==> config.mk <==
export PLATFORM = sky130hd
export DESIGN_NAME = bcd_conv_sched
export DESIGN_NICKNAME = d
export VERILOG_FILES = /design/src/rtl/bcd_conv_sched.sv
export SDC_FILE = /design/constraint.sdc
export NUM_CORES = 1
export LEC_CHECK = 0
export ABC_AREA = 1
export BUFFER_PORTS_ARGS = -buffer_cell sky130_fd_sc_hd__buf_2
export CAP_MARGIN = 20
export CELL_PAD_IN_SITES_DETAIL_PLACEMENT = 1
export CELL_PAD_IN_SITES_GLOBAL_PLACEMENT = 1
export CORE_ASPECT_RATIO = 0.8
export CORE_MARGIN = 1.5
export CORE_UTILIZATION = 40
export CTS_CLUSTER_DIAMETER = 30
export DETAILED_ROUTE_END_ITERATION = 8
export PLACE_DENSITY_LB_ADDON = 0.2
export SETUP_SLACK_MARGIN = 0.3
export SLEW_MARGIN = 20
export SYNTH_ARGS = -nofsm -noshare
export SYNTH_HDL_FRONTEND = slang
export SYNTH_SLANG_ARGS = --single-unit
==> constraint.sdc <==
create_clock -name clk -period 1.8 [get_ports clk]
set_input_delay 0.18 -clock clk [delete_from_list [all_inputs] [get_ports clk]]
set_output_delay 0.18 -clock clk [all_outputs]
set_load 0.05 [all_outputs]
==> src/rtl/bcd_conv_sched.sv <==
// bcd_conv_sched: time-shares one registered BCD-to-binary converter across
// NFIELDS packed BCD time fields. A sweep snapshots every field, issues each
// one to the converter, captures the results and publishes all binary fields
// and per-field BCD error flags together with a one-cycle done pulse.
//
// Ports:
//   clk        system clock, rising edge
//   reset      synchronous, active-high
//   start      request one sweep (honoured only while idle)
//   fields_bcd packed BCD fields, field 0 = bits [7:0]
//   conv_bcd   registered operand to the shared converter
//   conv_bin   converter result, valid CONV_LAT cycles after conv_bcd
//   fields_bin published binary fields, updated only with done
//   err        per-field flag: a nibble above 9 in the last sweep
//   busy       sweep in progress
//   done       one-cycle pulse, fields_bin/err just updated
//
// Optional feature: define BCD_SCHED_AUTO_EN to add a free-running refresh
// counter (period REFRESH_DIV) that launches sweeps without a start pulse.
module bcd_conv_sched #(
  parameter int unsigned NFIELDS     = 6,
  parameter int unsigned CONV_LAT    = 1,
  parameter int unsigned REFRESH_DIV = 100000
) (
  input  logic                   clk,
  input  logic                   reset,
  input  logic                   start,
  input  logic [8*NFIELDS-1:0]   fields_bcd,
  output logic [7:0]             conv_bcd,
  input  logic [7:0]             conv_bin,
  output logic [8*NFIELDS-1:0]   fields_bin,
  output logic [NFIELDS-1:0]     err,
  output logic                   busy,
  output logic                   done
);

  localparam int unsigned IDX_W    = (NFIELDS > 1) ? $clog2(NFIELDS) : 1;
  localparam int unsigned WAIT_W   = (CONV_LAT > 1) ? $clog2(CONV_LAT) : 1;
  localparam int unsigned LAST_IDX = NFIELDS - 1;

  typedef enum logic [2:0] {
    S_IDLE,
    S_ISSUE,
    S_WAIT,
    S_CAPTURE,
    S_DONE
  } state_t;

  state_t                    state;
  logic [IDX_W-1:0]          idx;
  logic [WAIT_W-1:0]         wait_cnt;
  logic [NFIELDS-1:0][7:0]   snap;
  logic [NFIELDS-1:0][7:0]   stage;
  logic [NFIELDS-1:0]        err_stage;
  logic [NFIELDS-1:0][7:0]   stage_mrg;
  logic [NFIELDS-1:0]        err_mrg;
  logic                      launch;

`ifdef BCD_SCHED_AUTO_EN
  // Refresh counter: each wrap raises pending; repeated wraps collapse into one.
  localparam int unsigned REF_W = (REFRESH_DIV > 1) ? $clog2(REFRESH_DIV) : 1;

  logic [REF_W-1:0] ref_cnt;
  logic             pending;
  logic             wrap;

  assign wrap   = (ref_cnt == REF_W'(REFRESH_DIV - 1));
  assign launch = (state == S_IDLE) && (start || pending);

  always_ff @(posedge clk) begin
    if (reset) begin
      ref_cnt <= '0;
      pending <= 1'b0;
    end else begin
      ref_cnt <= wrap ? '0 : ref_cnt + REF_W'(1);
      // A wrap coinciding with a launch re-arms for the next sweep.
      if (wrap)
        pending <= 1'b1;
      else if (launch)
        pending <= 1'b0;
    end
  end
`else
  assign launch = (state == S_IDLE) && start;

  // REFRESH_DIV only matters with the auto-refresh build; this elaborates empty.
  if (REFRESH_DIV == 0) begin : g_refresh_div_unused
  end
`endif

  // Current field's result folded into the staging copy, so the last
  // capture can publish in the same edge that raises done.
  always_comb begin
    stage_mrg      = stage;
    err_mrg        = err_stage;
    stage_mrg[idx] = conv_bin;
    err_mrg[idx]   = (snap[idx][7:4] > 4'd9) | (snap[idx][3:0] > 4'd9);
  end

  // Sweep sequencer: IDLE -> (ISSUE -> WAIT x CONV_LAT -> CAPTURE) x NFIELDS -> DONE.
  always_ff @(posedge clk) begin
    if (reset) begin
      state      <= S_IDLE;
      idx        <= '0;
      wait_cnt   <= '0;
      snap       <= '0;
      stage      <= '0;
      err_stage  <= '0;
      conv_bcd   <= '0;
      fields_bin <= '0;
      err        <= '0;
      busy       <= 1'b0;
      done       <= 1'b0;
    end else begin
      done <= 1'b0;
      case (state)
        S_IDLE: begin
          if (launch) begin
            snap     <= fields_bcd;
            idx      <= '0;
            conv_bcd <= fields_bcd[7:0];
            busy     <= 1'b1;
            state    <= S_ISSUE;
          end
        end
        S_ISSUE: begin
          wait_cnt <= '0;
          state    <= S_WAIT;
        end
        S_WAIT: begin
          if (wait_cnt == WAIT_W'(CONV_LAT - 1))
            state <= S_CAPTURE;
          else
            wait_cnt <= wait_cnt + WAIT_W'(1);
        end
        S_CAPTURE: begin
          stage     <= stage_mrg;
          err_stage <= err_mrg;
          if (idx == IDX_W'(LAST_IDX)) begin
            fields_bin <= stage_mrg;
            err        <= err_mrg;
            done       <= 1'b1;
            busy       <= 1'b0;
            state      <= S_DONE;
          end else begin
            // Operand changes only here, so it is stable from ISSUE through CAPTURE.
            idx      <= idx + IDX_W'(1);
            conv_bcd <= snap[idx + IDX_W'(1)];
            state    <= S_ISSUE;
          end
        end
        S_DONE: begin
          state <= S_IDLE;
        end
        default: begin
          state <= S_IDLE;
        end
      endcase
    end
  end

endmodule

## Word level (Yosys, flattened, before mapping)

Cells that the tools add are included.

| word-level totals | value |
|---|---|
| memories kept | 0 |
| register bits | 173 |
| bits in latches | 0 |
| bits of input ports | 59 |
| output and inout port bits | 64 |
| bits in writable memories | 0 |
| memory bits (read-only) | 0 |
| logic and storage cells | 75 |

| operators by class | value |
|---|---|
| bitwise operators | 2 |
| equality and inequality tests | 8 |
| reduce and logical (&&, ||, !) cells | 11 |
| shifts and indexed selects | 0 |
| add/subtract/negate cells | 2 |
| div/mod/pow operators | 0 |
| $mul | 0 |
| multiplexer cells | 26 |
| order comparisons | 5 |

Operator list:

| cell | count |
|---|---|
| $bmux W8 S3 | 2 |
| $bwmux W48 | 1 |
| $mux W8 | 5 |
| $demux W8 S3 | 1 |
| $pmux W8 S2 | 1 |
| $mux W3 | 5 |
| $pmux W3 S4 | 1 |
| $gt A4 B4 Y1 const B | 2 |
| $lt A3 B4 Y1 const B | 2 |
| $ne A2 B2 Y1 const B | 4 |
| $bwmux W6 | 1 |
| $eq A3 B2 Y1 const B | 2 |
| $pmux W3 S2 | 1 |
| $reduce_and A2 Y1 | 3 |
| $reduce_and A3 Y1 | 2 |
| $mux W1 | 5 |
| $pmux W1 S2 | 2 |
| $reduce_bool A2 Y1 | 2 |
| $add A3 B1 Y3 const B | 1 |
| $demux W1 S3 | 1 |
| $eq A3 B1 Y1 const B | 1 |
| $eq A3 B3 Y1 const B | 1 |
| $ge A3 B1 Y1 const B | 1 |
| $logic_not A3 Y1 | 1 |
| 5 further kinds | 6 |

## Depth between registers and ports, before layout

Gate-level depths: netlist of the first run.

| depth | value |
|---|---|
| word-level depth | 5 |
| gate-level depth with buffers | 11 |
| depth with buffers taken out | 11 |

## Worst setup path after synthesis of the first run

Ideal clock, no wire load.

| timing | value |
|---|---|
| path type | reg-to-reg |
| start point | reg idx[1] |
| end point | reg conv_bcd[3] |
| library setup time | 0.132 ns |
| buffers on the path | 2 |
| data arrival time | 1.470 ns |
| data required time | 1.668 ns |
| stages on the path, launching flop included | 10 |
| path slack | 0.198 ns |
| clock period less this slack | 1.602 ns |
| cell sequence | dfxtp_1 -> buf_6 -> inv_4 -> ha_1 -> clkbuf_1 -> a21oi_1 -> o21ai_0 -> a21oi_1 -> o21ai_0 -> a21oi_1 |

| between the ends | value |
|---|---|
| longest elaborated chain between the ends | 5 |
| elaborated cells on any way between the ends | 8 |
| those cells by class | add/sub: 1; eq/ne: 2; mux: 4; reduce/logical: 1 |

Ends and longest elaborated chain:

| element | RTL line | RTL |
|---|---|---|
| start: declaration | 50 | `logic [IDX_W-1:0] idx;` |
| start signal: assignment | 147 | `idx <= idx + IDX_W'(1);` |
| $add A3 B1 Y3 | 148 | `conv_bcd <= snap[idx + IDX_W'(1)];` |
| $bmux W8 S3 | 148 |  |
| $mux W8 (implied by the code) | 148 |  |
| $mux W8 | 139 | `if (idx == IDX_W'(LAST_IDX)) begin` |
| $pmux W8 S2 | 116 | `case (state)` |
| end signal: assignment | 121 | `conv_bcd <= fields_bcd[7:0];` |
| end signal: assignment | 148 |  |
| end: declaration | 29 | `output logic [7:0] conv_bcd,` |

Several ways; a longest one is shown, not always the timed one. The select of a mux whose other input is x is not followed.
A chain may end at the register's enable or synchronous reset.

## Final worst setup path of the first run

| timing | value |
|---|---|
| start point | reg idx[0] |
| end point | reg conv_bcd[7] |

The elaborated chain is that of the path after synthesis.

==> metrics, run 1 <==
multiplexer area fraction after synthesis 0%; setup TNS 0 ns; largest area contributor in the netlist dfxtp_1; Buf/Inv on CP 3; Worst path top cell family by delay compound AO/OA/AOI/OAI gates; clk_skew 0.00896 ns; CP cell instances buf_12 > ha_4 > buf_4 > buf_4 > a21oi_1 > o21ai_0 > a21oi_1 > o21ai_1 > a21oi_1; worst r2r dst conv_bcd[7]; Compound-Gate Fraction of Synth Area 24.3%; CP startpoint idx[0]; fraction of layout cells with a size suffix above 1 26.0%; deepest clock path buffer count 2; Worst setup SP type flip-flop; ys flop type dfxtp_1; Core Region 0.0182 mm²; Skew-Pair Late Insertion Delay 0.44 ns; most used cell, CP a21oi_1; Critical Path End Type flip-flop; metal2 WL 11600 µm; fmax 575 MHz; worst-path maximum fanout 4; flop and latch count out of synthesis 172; R2R depth 9; Antenna diodes 0; Worst Setup EP conv_bcd[7]; Max IR drop VDD 0.000634 V; fin util 55.0%; largest family of logic cells by synthesized area compound AO/OA/AOI/OAI gates; Site Rows 44; asr flop ratio synth 0%; max_cap viols 0; syn_nets 1096; vias in the first global route 7291; Reg-to-Reg Start idx[0]; DIE WIDTH 155 µm; DRC violations left 0; gpl congestion 0.798; Worst path depth 9; Synth Cell Area 0.00741 mm²; pre-CTS WS 0.0486 ns; dpl cell area 0.00839 mm²; XOR/XNOR share of the synthesized area 0.118%; Total Wirelength 25700 µm; WL/cell 17.9 µm; CTS tree done; Max Slew Vio Count 0; synthesized instance count 1035; DR vias 7579; Detailed Routing Iterations Pass 1 4; M1 WL 12500 µm; Min-Delay Path Class in -> reg; Area contributors post-synth dfxtp_1 (46%), nand2_1 (12%), o21ai_0 (9.4%); antenna violations before repair 0; final count of hold timing violations 0; Final nets 1258; H-tree levels 4; critical path arrival 2.10 ns; pin count of the biggest net entering global routing 108; area occupied by registers 0.00346 mm²; min cycle time layout 1.74 ns; Post-synth top cells nand2_1 (246), dfxtp_1 (172), o21ai_0 (139); final setup violation count 0; Clock Sinks 172; Slew @ Worst Pin 0.521 ns; die area 0.0193 mm²; WP data required 2.16 ns; Final Instance Area 0.00999 mm²; Post-Layout Cell Count 1440; port bufs 122; GRT Overall Usage 25.6%; total power 9.37 mW; post-synthesis sequential area ratio 46.5%; most common cell in the synthesized netlist nand2_1; Post-DP HPWL 15100 µm; Initial Util 40.8%; final setup margin 0.0623 ns; unrepaired setup endpoints after global routing true; Synth cell types 28; Area Overhead vs Synth 34.8%; Detail Route Antenna Nets 0; worst rel slew slack 65.3%; clk slew on worst S/H paths 0.07 ns; CTS buffer count 17; CP Class reg -> reg; PD cells 938 mW/mm²; slowest cell on the critical path dfxtp_2; # IOs 123; Vias per Instance 5.26; Warnings, synthesis 0; Synth top area share 46.5%; post-synthesis adder-cell area fraction 0.338%; hold_ws 0.0117 ns; die height 125 µm; DR WL met3 1040 µm; Pleak 4.56 nW; Crit path largest cell delay 0.34 ns; multi-input logic area 0.00350 mm²; Root Driver clkbuf_16; EDFF count, synth 0; status finished clean; Final period util 96.5%; R2R setup slack 0.06 ns; placed cell count 1355; DR iter-0 viols 449; Max Used Layer met4; first-pass GRT wire length 38700 µm; GR Overflow Total 0; Filler cells 2323; Avg Cell Area, Syn 7.16 µm²; Synth Area in Simple Gates 18.4%
[worst min-delay path: stages]
cell and delay, ns:
buf_2 0.10, nand2_1 0.06, a21oi_1 0.06
[metal layers]
layer / up-vias / global-route usage, %
met5: - / 0
met4: 0 / 7.41
met3: 42 / 4.52
met2: 165 / 39.9
met1: 3670 / 36.1
li1: 3702 / -
[registers in the layout, indices dropped and copies added, names as in the netlist]
register and count:
done 1, err 6, conv_bcd 8, busy 1, stage 48, fields_bin 48
err_stage 6, state 3, snap 48, idx 3
[layout make-up]
cell class	count	area share [%]
clock buffers	19	4.33
clock inverters	13	1.67
inverters	124	5.09
multi-input cells	674	35.0
flip-flops and latches	172	34.6
well taps	230	2.88
repair buffers	205	16.0
repair inverters	3	0.313
[cells in the final DEF, fill, tap and decap left out, types with 4 or more instances in the layout]
cell and count:
inv_2 4, nand2_1 230, nor2_4 6, nand3_2 6, clkinvlp_4 5, o211ai_1 44, buf_8 4, o21ai_1 21
buf_12 13, a21oi_1 124, nand2_2 9, clkinv_2 4, buf_4 34, nand3_1 14, nor2_1 50, o21ai_2 12
or2_2 6, dfxtp_1 166, o21ai_0 115, nand2_4 8, buf_6 13, buf_2 123, a21oi_2 13, dlygate4sd3_1 13
clkbuf_16 20, o21ai_4 5, inv_1 112
[cell families after synthesis]
| kind of cell | after synthesis |
|---|---|
| and+or+nand+nor | 334 |
| xor gates and xnor gates | 1 |
| adders and majority gates | 2 |
| DFF | 172 |
| buffers and inverters | 189 |
| AOI/OAI and AO/OA | 337 |
[worst min path at each step]
stage | from | endpoint | slack, ns | cells after the start
after CTS | fields_bcd[45] | snap[45] | 0.002 | 3
after floorplan | fields_bcd[24] | snap[24] | 0.32 | 2
after global routing | fields_bcd[31] | snap[31] | 0.02 | 3
after detailed placement | fields_bcd[38] | snap[38] | 0.44 | 3
final | fields_bcd[25] | snap[25] | 0.01 | 3
after global placement | fields_bcd[40] | snap[40] | 0.44 | 3
[where the power goes]
part / internal (mW) / total, mW / switching (mW)
Sequential: 4.00 / 4.14 / 0.138
Combinational: 0.519 / 1.39 / 0.873
Clock: 2.20 / 3.84 / 1.64
[repair_timing]
item                                   4_1_cts  5_1_grt
endpoints found under the hold margin       13        0
cloned                                       4        4
gates resized for setup                     48      106
setup buffers                               16       16
hold buffers                                13        0
setup endpoints to repair                  109      140
pin swaps                                    9       11
Note: power is estimated with default switching activity, not from simulation.
==> run 2: changes to the inputs <==
--- a/config.mk
+++ b/config.mk
@@ -12,7 +12,7 @@
 export CELL_PAD_IN_SITES_GLOBAL_PLACEMENT = 1
 export CORE_ASPECT_RATIO = 0.8
 export CORE_MARGIN = 1.5
-export CORE_UTILIZATION = 40
+export CORE_UTILIZATION = 43
 export CTS_CLUSTER_DIAMETER = 30
 export DETAILED_ROUTE_END_ITERATION = 8
 export PLACE_DENSITY_LB_ADDON = 0.2
==> constraint.sdc (replaced) <==
create_clock -name clk -period 2.2 [get_ports clk]
set_input_delay 0.22 -clock clk [delete_from_list [all_inputs] [get_ports clk]]
set_output_delay 0.22 -clock clk [all_outputs]
set_load 0.05 [all_outputs]
==> run 2 against run 1 <==
  * Register-to-register slack improved by 0.35 ns
  * Power is 23% lower
  * Combinational power fell by 33%
  * Final cell count fell by 4.9%
  * Fmax fell by 3.0%
  * Sequential power fell by 19%
  * Sequential share of layout area is 4.4 points higher
  * First-iteration DRC count up 3.1%
  * Critical path depth rose by 1
  * Largest cell class is now sequential cells
==> metrics, run 2 (synthesis gave the netlist of run 1 again) <==
status finished clean (unchanged); Max IR drop VDD 0.000477 V (was 0.000634 V); Antenna diodes 0 (unchanged); unrepaired setup endpoints after global routing false (was true); Worst setup SP type flip-flop (unchanged); die height 120 µm (was 125 µm); DRC violations left 0 (unchanged); first-pass GRT wire length 35500 µm (was 38700 µm); commonest cells after routing, fill and taps aside nand2_1 (244), dfxtp_1 (168), o21ai_0 (138), a21oi_1 (136), buf_2 (122) (was nand2_1 (230), dfxtp_1 (166), a21oi_1 (124), buf_2 (123), o21ai_0 (115)); GRT Overall Usage 25.1% (was 25.6%); die area 0.0180 mm² (was 0.0193 mm²); Skew-Pair Late Insertion Delay 0.43 ns (was 0.44 ns); Post-Layout Cell Count 1369 (was 1440); most common cell after layout, fill and taps aside nand2_1 (unchanged); switching pwr 2.05 mW (was 2.65 mW); Critical Path End Type flip-flop (unchanged); grt met2 use 38.6% (was 39.9%); Min-Delay Path Class in -> reg (unchanged); worst rel slew slack 62.8% (was 65.3%); clk_skew 0.00643 ns (was 0.00896 ns); WP data required 2.50 ns (was 2.16 ns); WL/cell 16.2 µm (was 17.9 µm); fraction of layout cells with a size suffix above 1 18.7% (was 26.0%); Seq pwr share 46.7% (was 44.1%); setup TNS 0 ns (unchanged); Vias per Instance 5.23 (was 5.26); worst r2r dst conv_bcd[6] (was conv_bcd[7]); # IOs 123 (unchanged); met3 usage 4.60% (was 4.52%); deepest clock path buffer count 2 (unchanged); Final period util 81.4% (was 96.5%); Clock Sinks 172 (unchanged); clk slew on worst S/H paths 0.07 ns (about the same); fin util 52.9% (was 55.0%); Area Overhead vs Synth 19.4% (was 34.8%); clock network power share 40.4% (was 41.0%); met1 GRT Util 36.4% (was 36.1%); cts hold-fix bufs 0 (was 13); final count of hold timing violations 0 (unchanged); placed cell count 1331 (was 1355); R2R setup slack 0.41 ns (was 0.06 ns); Final Instance Area 0.00884 mm² (was 0.00999 mm²); antenna violations before repair 0 (unchanged); Final nets 1197 (was 1258); worst-path maximum fanout 10 (was 4); R2R depth 10 (was 9); CTS buffer count 17 (unchanged); pin count of the biggest net entering global routing 73 (was 108); CP Class reg -> reg (unchanged); final setup violation count 0 (unchanged); PD cells 815 mW/mm² (was 938 mW/mm²); CP startpoint idx[1] (was idx[0]); Pleak 4.05 nW (was 4.56 nW); CTS tree done (unchanged); sw frac 28.4% (was 28.3%); Regs by FF count fields_bin: 48 flops, snap: 48 flops, stage: 48 flops (unchanged); Detailed Routing Iterations Pass 1 4 (unchanged); Reg-to-Reg Start idx[1] (was idx[0]); Filler cells 2216 (was 2323); GR peak layer met2 (unchanged); Total Wirelength 22200 µm (was 25700 µm); dpl cell area 0.00819 mm² (was 0.00839 mm²); gpl congestion 0.808 (was 0.798); Slew @ Worst Pin 0.559 ns (was 0.521 ns); Comb power frac 12.9% (was 14.9%); Initial Util 44.3% (was 40.8%); pre-CTS WS 0.332 ns (was 0.0486 ns); DIE WIDTH 150 µm (was 155 µm); DR vias 7160 (was 7579); Worst Hold Path Cells 3 (unchanged); Detail Route Antenna Nets 0 (unchanged); Core Region 0.0167 mm² (was 0.0182 mm²); min cycle time layout 1.79 ns (was 1.74 ns); max_cap viols 0 (unchanged); Post-DP HPWL 14900 µm (was 15100 µm); internal power 5.16 mW (was 6.72 mW); GR Overflow Total 0 (unchanged); fmax 558 MHz (was 575 MHz); Worst Setup EP conv_bcd[6] (was conv_bcd[7]); critical path arrival 2.09 ns (was 2.10 ns); port bufs 122 (unchanged); final setup margin 0.409 ns (was 0.0623 ns); vias in the first global route 6876 (was 7291); Site Rows 42 (was 44); Max Slew Vio Count 0 (unchanged); DR iter-0 viols 463 (was 449); H-tree levels 4 (unchanged); Root Driver clkbuf_16 (unchanged)
[run 2: worst min-delay path by stage]
| stage | slack [ns] | to | startpoint |
|---|---|---|---|
| after global placement | 0.44 | snap[16] | snap[16] |
| after CTS | 0.01 | snap[24] | fields_bcd[24] |
| after global routing | 0.03 | snap[28] | fields_bcd[28] |
| final | 0.03 | snap[36] | fields_bcd[36] |
| after detailed placement | 0.45 | snap[12] | snap[12] |
| after floorplan | 0.36 | snap[24] | fields_bcd[24] |
[run 2: cell type report]
cell class                 count  area [µm²]  share of cell area [%]
clock inverter                13         118                    1.33
timing repair buffer         147         852                    9.63
tap                          220         275                    3.11
clock buffer                  19         443                    5.01
sequential                   172        3450                    39.0
inverter                     124         484                    5.47
multi-input combinational    674        3220                    36.5
[run 2: metrics by stage]
step                hold slack [ns]  total power, mW
finish                       0.0274             7.21
global route                 0.0331             7.50
CTS                          0.0143             7.23
detailed placement            0.452             4.33
global placement              0.444             4.30
floorplan                     0.364             4.03
[run 2: timing repair]
item                                    in CTS  in global routing
endpoints found under the setup margin       1                 40
gates resized for setup                      1                 18
cloned                                       0                  0
setup buffers                                0                  6
pin swaps                                    0                  3
[run 2: critical path, stage by stage (launching register included)]
cell        delay [ns]
dfxtp_2           0.39
inv_4             0.05
ha_4              0.16
nand2_2           0.12
inv_1             0.08
nor2_4            0.16
inv_2             0.14
nand2_1           0.13
clkinvlp_4        0.23
nand2_1           0.12
a21oi_1           0.07
[run 2: per-layer routing]
metal / vias to the layer above / part of all wire, %
met2: 147 / 44
met3: 16 / 3.9
met1: 3428 / 52
met5: - / 0
met4: 0 / 0.78
li1: 3569 / -
[run 2: power groups by stage]
stage	clock (mW)	sequential (mW)	combinational, mW
floorplan	0	3.46	0.565
global placement	0	3.42	0.878
detailed placement	0	3.43	0.902
CTS	2.96	3.36	0.914
global route	3.07	3.38	1.04
finish	2.91	3.36	0.932
==> run 3: changes to the inputs <==
--- a/config.mk
+++ b/config.mk
@@ -12,7 +12,7 @@
 export CELL_PAD_IN_SITES_GLOBAL_PLACEMENT = 1
 export CORE_ASPECT_RATIO = 0.8
 export CORE_MARGIN = 1.5
-export CORE_UTILIZATION = 43
+export CORE_UTILIZATION = 36
 export CTS_CLUSTER_DIAMETER = 30
 export DETAILED_ROUTE_END_ITERATION = 8
 export PLACE_DENSITY_LB_ADDON = 0.2
==> constraint.sdc (replaced) <==
create_clock -name clk -period 1.6 [get_ports clk]
set_input_delay 0.16 -clock clk [delete_from_list [all_inputs] [get_ports clk]]
set_output_delay 0.16 -clock clk [all_outputs]
set_load 0.05 [all_outputs]
==> run 3 against run 2 <==
  * The flow now finishes with violations (negative hold slack, negative setup slack)
  * First-iteration DRC count rose by 110%
  * Die area increased by 19%
  * Combinational power grew 150%
  * Critical path depth unchanged
  * Final cell count grew 14%
  * Non-clock buffer count grew 142
  * Clock skew rose by 0.015 ns
  * Critical endpoint is now err[3]
  * Largest cell class is now multi-input gates
  * Largest power group unchanged
  * Highest routed layer unchanged
==> metrics, run 3 (synthesis gave the netlist of run 1 again) <==
DIE WIDTH 163 µm (was 150 µm); min cycle time layout 1.91 ns (was 1.79 ns); Total Wirelength 41800 µm (was 22200 µm); Reg-to-Reg Start idx[2] (was idx[1]); die area 0.0214 mm² (was 0.0180 mm²); worst-path maximum fanout 8 (was 10); CP cell instances buf_12 > nor2_4 > nand2_4 > nor2_1 > nor2_1 > nand3_1 > nand2_2 > nand3_1 > nand2_1 > a21oi_1 (was inv_4 > ha_4 > nand2_2 > inv_1 > nor2_4 > inv_2 > nand2_1 > clkinvlp_4 > nand2_1 > a21oi_1); Min-Delay Path Class in -> reg (unchanged); critical path arrival 2.29 ns (was 2.09 ns); first-pass GRT wire length 48500 µm (was 35500 µm); H-tree levels 4 (unchanged); Site Rows 46 (was 42); clk slew on worst S/H paths 0.09 ns (was 0.07 ns); unrepaired setup endpoints after global routing true (was false); clock network power share 40.2% (was 40.4%); Max Slew Vio Count 0 (unchanged); Pleak 5.36 nW (was 4.05 nW); WP data required 1.98 ns (was 2.50 ns); Crit path largest cell delay 0.36 ns (was 0.39 ns); CTS buffer count 17 (unchanged); GR Overflow Total 0 (unchanged); worst r2r dst err[3] (was conv_bcd[6]); Detailed Routing Iterations Pass 1 5 (was 4); fmax 523 MHz (was 558 MHz); final setup margin -0.311 ns (was 0.409 ns); violated checks negative hold slack, negative setup slack; Post-Layout Cell Count 1562 (was 1369); Worst Hold Path Cells 3 (unchanged); GR peak layer met2 (unchanged); pin count of the biggest net entering global routing 46 (was 73); R2R depth 10 (unchanged); Root Driver clkbuf_16 (unchanged); Slew @ Worst Pin 0.622 ns (was 0.559 ns); final setup violation count 88 (was 0); Clock Sinks 172 (unchanged); Final period util 119% (was 81.4%); Comb power frac 19.6% (was 12.9%); GRT Overall Usage 29.8% (was 25.1%); Skew-Pair Late Insertion Delay 0.47 ns (was 0.43 ns); worst rel slew slack 58.6% (was 62.8%); Worst path top cell family by delay simple AND/OR/NAND/NOR gates (unchanged); status finished, violations left (was finished clean); setup TNS -8.94 ns (was 0 ns); multi-input logic area 0.00423 mm² (was 0.00322 mm²); met1 GRT Util 41.3% (was 36.4%); CP Class reg -> reg (unchanged); max_cap viols 0 (unchanged); antenna violations before repair 1 (was 0); DR iter-0 viols 977 (was 463); deepest clock path buffer count 2 (unchanged); CTS tree done (unchanged); most common cell after layout, fill and taps aside nand2_1 (unchanged); WL/cell 26.8 µm (was 16.2 µm); DR vias 9199 (was 7160); port bufs 122 (unchanged); met3 usage 6.25% (was 4.60%); fraction of layout cells with a size suffix above 1 43.2% (was 18.7%); PD cells 958 mW/mm² (was 815 mW/mm²); slowest cell on the critical path dfxtp_4 (was dfxtp_2); switching pwr 3.77 mW (was 2.05 mW); area occupied by registers 0.00347 mm² (was 0.00345 mm²); Detail Route Antenna Nets 0 (unchanged); Core Region 0.0200 mm² (was 0.0167 mm²); die height 131 µm (was 120 µm); Worst path depth 10 (unchanged); # IOs 123 (unchanged); Critical Path End Type flip-flop (unchanged); Seq pwr share 40.2% (was 46.7%); sw frac 32.3% (was 28.4%); Max IR drop VDD 0.000792 V (was 0.000477 V); Area Overhead vs Synth 64.6% (was 19.4%); commonest cells after routing, fill and taps aside nand2_1 (173), dfxtp_1 (165), buf_2 (119), inv_1 (101), a21oi_1 (80) (was nand2_1 (244), dfxtp_1 (168), o21ai_0 (138), a21oi_1 (136), buf_2 (122)); pre-CTS WS -0.160 ns (was 0.332 ns); Regs by FF count fields_bin: 48 flops, snap: 48 flops, stage: 48 flops (unchanged); final count of hold timing violations 3 (was 0); R2R setup slack -0.31 ns (was 0.41 ns); Vias per Instance 5.89 (was 5.23); clk_skew 0.0212 ns (was 0.00643 ns); Worst Setup EP err[3] (was conv_bcd[6]); hold_ws -0.0152 ns (was 0.0274 ns); Post-DP HPWL 15300 µm (was 14900 µm); grt met2 use 46.0% (was 38.6%); Worst setup SP type flip-flop (unchanged); Initial Util 37.1% (was 44.3%); DRC violations left 0 (unchanged); internal power 7.91 mW (was 5.16 mW); Filler cells 2297 (was 2216); gpl congestion 0.808 (about the same); vias in the first global route 8327 (was 6876); Buf/Inv on CP 1 (was 4); placed cell count 1390 (was 1331); CP startpoint idx[2] (was idx[1]); Final nets 1345 (was 1197)
[run 3: layout make-up]
class,instances,area share [%]
timing repair inverter,6,0.513
multi-input combinational,674,34.7
sequential,172,28.4
timing repair buffer,289,24.1
antenna,1,0.0205
clock inverter,13,1.49
clock buffer,19,3.63
tap,264,2.71
inverter,124,4.38
[run 3: power groups by stage]
stage / Clock, mW / Sequential [mW] / Combinational, mW
after floorplan: 0 / 4.77 / 0.798
after global placement: 0 / 4.71 / 1.28
after detailed placement: 0 / 4.72 / 1.30
after CTS: 4.53 / 4.64 / 1.64
after global routing: 4.83 / 4.70 / 2.39
final: 4.69 / 4.69 / 2.29
[run 3: worst min path at each step]
stage / start / endpoint / slack, ns
after detailed placement: fields_bcd[37] / snap[37] / 0.42
after CTS: fields_bcd[8] / snap[8] / 0.006
after floorplan: fields_bcd[24] / snap[24] / 0.30
after global routing: fields_bcd[16] / snap[16] / 0.01
after global placement: fields_bcd[29] / snap[29] / 0.42
final: fields_bcd[16] / snap[16] / -0.02
[run 3: per-stage QoR]
step	area (µm²)	power (mW)	util, %
after CTS	10700	10.8	53.8
final	12200	11.7	61.0
after global placement	8440	5.99	42.3
after floorplan	7500	5.56	-
after global routing	12200	11.9	61.0
after detailed placement	8440	6.02	42.3
[run 3: routing by layer]
metal	wire, µm	up-vias	share of wire, %
met3	3910	195	9.4
met2	19000	591	45
met5	0	-	0
li1	-	3901	-
met1	16400	4512	39
met4	2450	0	5.9
[run 3: what timing repair did]
action / in CTS / in global routing
setup buffers: 35 / 48
gates cloned: 24 / 10
pin swaps: 41 / 56
hold buffers: 22 / 0
setup endpoints to repair: 147 / 165
resized for setup: 194 / 282
hold endpoints to repair: 22 / 0
[run 3: tightest hold or removal path, cell delays in order]
cell	delay (ns)
buf_2	0.07
o21ai_0	0.07
a21oi_1	0.10
